===== config.mk =====
export PLATFORM = sky130hd
export DESIGN_NAME = div_sign_ctrl
export DESIGN_NICKNAME = d
export VERILOG_FILES = /design/src/rtl/div_sign_ctrl.sv
export SDC_FILE = /design/constraint.sdc
export NUM_CORES = 1
export LEC_CHECK = 0
export CAP_MARGIN = 15
export CORE_MARGIN = 4
export CORE_UTILIZATION = 48
export DETAILED_ROUTE_END_ITERATION = 10
export PLACE_DENSITY = 0.85
export SYNTH_ARGS = -nofsm -noshare
export SYNTH_HDL_FRONTEND = slang
export SYNTH_SLANG_ARGS = --single-unit
export TNS_END_PERCENT = 10

===== constraint.sdc =====
create_clock -name clock -period 3.5 [get_ports clock]
set_input_delay 0.525 -clock clock [delete_from_list [all_inputs] [get_ports clock]]
set_output_delay 0.525 -clock clock [all_outputs]
set_load 0.02 [all_outputs]

===== src/rtl/div_sign_ctrl.sv =====
`timescale 1ns/1ps
// div_sign_ctrl: signed/unsigned front-end sequencer between RV32M issue and the unsigned divider core.
// Optional build macro DIV_SMALL_BYPASS_EN: answer |a| < |b| requests without the core.
module div_sign_ctrl #(
   parameter int XLEN = 32
) (
   input  logic            clock,
   input  logic            reset,
   input  logic            req_valid,
   output logic            req_ready,
   input  logic [1:0]      req_op,
   input  logic [XLEN-1:0] req_a,
   input  logic [XLEN-1:0] req_b,
   input  logic            flush,
   output logic            core_valid,
   output logic [XLEN-1:0] core_a,
   output logic [XLEN-1:0] core_b,
   input  logic [XLEN-1:0] core_q,
   input  logic [XLEN-1:0] core_r,
   input  logic            core_done,
   output logic            rsp_valid,
   input  logic            rsp_ready,
   output logic [XLEN-1:0] rsp_data
);

   typedef enum logic [2:0] {
      S_IDLE,
      S_ISSUE,
      S_WAIT,
      S_RESP,
      S_DRAIN
   } state_t;

   localparam logic [XLEN-1:0] ALL_ONES = '1;
   localparam logic [XLEN-1:0] INT_MIN  = {1'b1, {(XLEN-1){1'b0}}};

   // Two's-complement negate when requested; self-inverse, so it serves both
   // magnitude extraction and final sign correction.
   function automatic logic [XLEN-1:0] apply_sign(input logic [XLEN-1:0] val,
                                                  input logic            neg);
      logic signed [XLEN-1:0] val_s;
      val_s = signed'(val);
      return neg ? unsigned'(-val_s) : val;
   endfunction

   state_t state, state_nx;

   logic            op_signed;
   logic            op_rem;
   logic            a_neg;
   logic            b_neg;
   logic [XLEN-1:0] mag_a;
   logic [XLEN-1:0] mag_b;
   logic            div_zero;
   logic            sign_ovf;
   logic            small_hit;
   logic            special;
   logic [XLEN-1:0] special_res;
   logic            accept;

   logic            neg_q;
   logic            neg_r;
   logic            is_rem;
   logic [XLEN-1:0] core_res;

   // Request decode: funct3[0] selects unsigned, funct3[1] selects remainder.
   assign op_signed = ~req_op[0];
   assign op_rem    = req_op[1];
   assign a_neg     = op_signed & req_a[XLEN-1];
   assign b_neg     = op_signed & req_b[XLEN-1];
   assign mag_a     = apply_sign(req_a, a_neg);
   assign mag_b     = apply_sign(req_b, b_neg);
   assign div_zero  = (req_b == '0);
   assign sign_ovf  = op_signed && (req_a == INT_MIN) && (req_b == ALL_ONES);

`ifdef DIV_SMALL_BYPASS_EN
   assign small_hit = (mag_a < mag_b);
`else
   assign small_hit = 1'b0;
`endif

   assign special = div_zero | sign_ovf | small_hit;

   always_comb begin
      special_res = '0;
      if (div_zero) begin
         special_res = op_rem ? req_a : ALL_ONES;
      end else if (sign_ovf) begin
         special_res = op_rem ? '0 : INT_MIN;
      end else if (small_hit) begin
         special_res = op_rem ? req_a : '0;
      end
   end

   assign req_ready  = (state == S_IDLE) && !reset && !flush;
   assign accept     = req_valid && req_ready;
   assign core_valid = (state == S_ISSUE);
   assign rsp_valid  = (state == S_RESP);

   // Core results are unsigned magnitudes; restore the architectural sign.
   assign core_res = is_rem ? apply_sign(core_r, neg_r) : apply_sign(core_q, neg_q);

   always_ff @(posedge clock) begin
      if (reset) begin
         state <= S_IDLE;
      end else begin
         state <= state_nx;
      end
   end

   // flush outranks core_done and rsp_ready; a core that cannot be aborted is drained.
   always_comb begin
      state_nx = state;
      case (state)
         S_IDLE: begin
            if (accept) begin
               state_nx = special ? S_RESP : S_ISSUE;
            end
         end
         S_ISSUE: begin
            state_nx = flush ? S_DRAIN : S_WAIT;
         end
         S_WAIT: begin
            if (flush) begin
               state_nx = core_done ? S_IDLE : S_DRAIN;
            end else if (core_done) begin
               state_nx = S_RESP;
            end
         end
         S_RESP: begin
            if (flush || rsp_ready) begin
               state_nx = S_IDLE;
            end
         end
         S_DRAIN: begin
            if (core_done) begin
               state_nx = S_IDLE;
            end
         end
         default: state_nx = S_IDLE;
      endcase
   end

   always_ff @(posedge clock) begin
      if (reset) begin
         rsp_data <= '0;
         core_a   <= '0;
         core_b   <= '0;
      end else begin
         if (accept) begin
            if (special) begin
               rsp_data <= special_res;
            end else begin
               core_a <= mag_a;
               core_b <= mag_b;
            end
         end
         if ((state == S_WAIT) && core_done && !flush) begin
            rsp_data <= core_res;
         end
      end
   end

   always_ff @(posedge clock) begin
      if (accept) begin
         neg_q  <= a_neg ^ b_neg;
         neg_r  <= a_neg;
         is_rem <= op_rem;
      end
   end

endmodule


==> results by group <==
Pwr
  – Max VDD drop: 0.0001930 V
  – Pwr Density: 299.6 nW/um2
  – Leakage: 0.003423 uW

Clock tree
  – Longest Clk Path Bufs: 2
  – H-tree level count: 3
  – Hold-fix buffers, CTS: 0
  – Skew-Pair Late Insertion Delay: 350 ps
  – CTS buffer count: 9
  – CTS sink count: 102
  – Clock transition at path regs: 80 ps
  – # Post-CTS Setup Buffers: 0
  – Post-cts repair resize count: 0
  – CTS tree: done
  – Clock Tree Root: clkbuf_16

Timing
  – Skew final: 8.840 ps
  – Worst rel slew slack: 30.46%
  – Final period utilization: 85.27%
  – Max Slew Vio Count: 0
  – Fin. Hold Viols: 0
  – PnR worst setup slack: 515.5 ps
  – Tightest Pin Transition: 1043 ps
  – RSZ-0062 raised after global routing: false
  – Setup TNS: 0 ps
  – Peak Freq: 335.1 MHz
  – Final setup viols: 0
  – Tmin final: 2985 ps

Global route
  – Grt ovf: 0
  – Vias in the first global route: 7479
  – Largest net degree at the start of global routing: 91
  – Initial antenna violation count: 0
  – Tot GR Track Use: 28.44%
  – First-pass GRT wire length: 40.53 mm

Routing
  – Detail Route Antenna Nets: 0
  – Initial DRC count: 923
  – First drt pass iteration count: 5
  – Vias after detailed routing: 8391
  – Met1 WL: 11.48 mm
  – Highest Signal Layer: met4
  – Met2 routed WL: 11.76 mm
  – DRT Wirelength: 26.10 mm
  – Drt drc: 0
  – Met3 WL: 2.101 mm
  – DR vias/cell: 6.170
  – Average wire per standard cell: 19.19 um

Logic synthesis
  – Mean Syn Cell Area: 7.700 um2
  – Syn Inst Count: 947
  – Sequential-to-total area share from yosys stat: 28.41%
  – Number of synthesized flops with an enable pin: 3
  – Synthesized Nets: 1088
  – Synth warnings: 0
  – #FFs+latches synth: 102
  – Primary FF master, synth: dfxtp_1
  – Asr flop ratio synth: 0%
  – Synth Cell Area: 7292 um2
  – Count of cell types in the netlist: 65

Critical path
  – Worst Setup EP: rsp_data[16]
  – Worst Path Arrival: 3230 ps
  – Crit path from: req_a[16]
  – WS Path Type: input pin to flop
  – Worst R2R End: rsp_data[20]
  – Reg2reg path depth: 6
  – Flop2flop setup slack: 1030 ps
  – WP data required: 3740 ps
  – Max FO, Critical Path: 8
  – Worst setup EP type: flop
  – R2r startpoint: is_rem
  – CP Launch Type: input pin

Place
  – DP Cell Count: 1344
  – GPL Wtd Cong: 0.9607
  – HPWL after DPL: 20.53 mm
  – Port-buffer cells: 234
  – Setup Slack @ Placement: 154.5 ps

Cells and area
  – Area growth, synth to finish: 40.75%
  – Finished Layout Cells: 1360
  – Ant. Diodes: 0
  – Share of post-route cells with drive strength above 1: 7.058%
  – Nets: 1312

Die
  – Die W: 131.3 um
  – Ports: 235
  – Standard-cell rows: 44
  – Placeable Area: 14700 um2
  – Die Y: 131.3 um
  – Die area: 17230 um2
  – Initial Util: 49.61%

Run status
  – Run status: complete, no violations

Run
  – Max-cap violations: 0

Worst hold path
  – Hold Crit Class: flop to flop
==> routing by layer <==
metal	vias to the layer above	global-route usage (%)
met3	52	3.746
met2	465	45.33
met5	-	0
met1	3878	40.13
met4	0	9.102
li1	3996	-
==> kinds of logic (layout without fill, tap and decap cells) <==
logic type	count (synthesis)	in the layout	synth area share (%)
simple gates	332	332	24.40
compound gates	286	286	26.70
buf+inv	110	339	6.057
xor+xnor	105	105	12.61
flops	102	102	28.41
mux	7	7	0.9609
fa+ha+maj	5	5	0.8579
==> cells in the final DEF, fill, tap and decap left out, drive strengths merged, types with 5 or more instances in the layout <==
cell type and instances:
nor2 96, or3 13, nor3b 6, nand4 27
clkdlybuf4s50 233, a31oi 33, clkbuf 9, dfxtp 99
a221o 5, a21oi 50, and2 6, nor3 25
a211oi 62, o211ai 7, mux2i 7, o22ai 9
inv 46, o41ai 20, nor2b 6, and3 9
o31ai 28, nand2 40, o31a 10, ha 5
xor2 34, nand3 32, xnor2 71, nand2b 14
nor4 22, or4 15, o21ai 37, buf 47
o21a 5
==> through the flow <==
| step | hold WS, ps | cell area [um2] | util [%] | power [uW] |
|---|---|---|---|---|
| finish | 482.5 | 10260 | 69.82 | 3075 |
| global route | 490.9 | 10260 | 69.82 | 3196 |
| CTS | 482.3 | 10260 | 69.82 | 3072 |
| detailed placement | 468.1 | 9951 | 67.70 | 2030 |
| global placement | 464.9 | 9951 | 67.70 | 2023 |
| floorplan | 534.5 | 7292 | - | 1624 |
==> registers in the layout, indices dropped and copies added (netlist names) <==
register  cells
rsp_data     32
core_a       32
state         3
is_rem        1
neg_q         1
core_b       32
neg_r         1
==> critical path: stages <==
cell	delay (ps)
clkdlybuf4s50_1	440
or4_4	570
nand2b_4	170
or3b_1	400
or3_4	420
and2_0	300
o311a_1	400
==> synthesized netlist by cell type (all sizes together), types with 6 or more instances <==
cell type   n  area share, %
dfxtp      99             27
nor2       96            5.0
xnor2      71            8.5
a211oi     62            6.4
a21oi      50            3.4
clkbuf     50            2.6
inv        43            2.2
nand2      40            2.1
o21ai      37            2.5
xor2       34            4.1
a31oi      33            2.8
nand3      32            2.2
o31ai      28            2.9
nand4      27            2.3
nor3       25            1.8
nor4       22            2.1
o41ai      20            2.4
buf        17            1.3
or4        15            1.6
nand2b     14            1.3
or3        13            1.2
o31a       10            1.2
and3        9           0.84
o22ai       9           0.77
mux2i       7           0.96
o211ai      7           0.72
and2        6           0.51
nor2b       6           0.51
nor3b       6           0.62
==> how the worst min path moves through the flow <==
stage | to | cells after the start | start | slack [ps]
2_1_floorplan | core_a[0] | 2 | core_a[0] | 530
3_3_place_gp | core_a[31] | 2 | core_a[31] | 460
3_5_place_dp | core_a[31] | 2 | core_a[31] | 470
4_1_cts | rsp_data[5] | 2 | rsp_data[5] | 480
5_1_grt | core_b[0] | 2 | core_b[0] | 490
6_report | core_b[0] | 2 | core_b[0] | 480
==> final cells by class <==
cell class              count  area [um2]
clock buffers               9       225.2
clock inverters             7       87.58
fillers                  1205        4436
inverters                  43       161.4
multi-input cells         735        4792
flip-flops and latches    102        2072
well taps                 184       230.2
repair buffers            280        2695
==> where the power goes <==
| group | internal (uW) | switching [uW] | total, uW |
|---|---|---|---|
| logic | 376 | 393 | 769 |
| registers | 1210 | 33.7 | 1250 |
| clock network | 572 | 489 | 1060 |
| total | 2160 | 915 | 3070 |
Note: power is estimated with default switching activity, not from simulation.
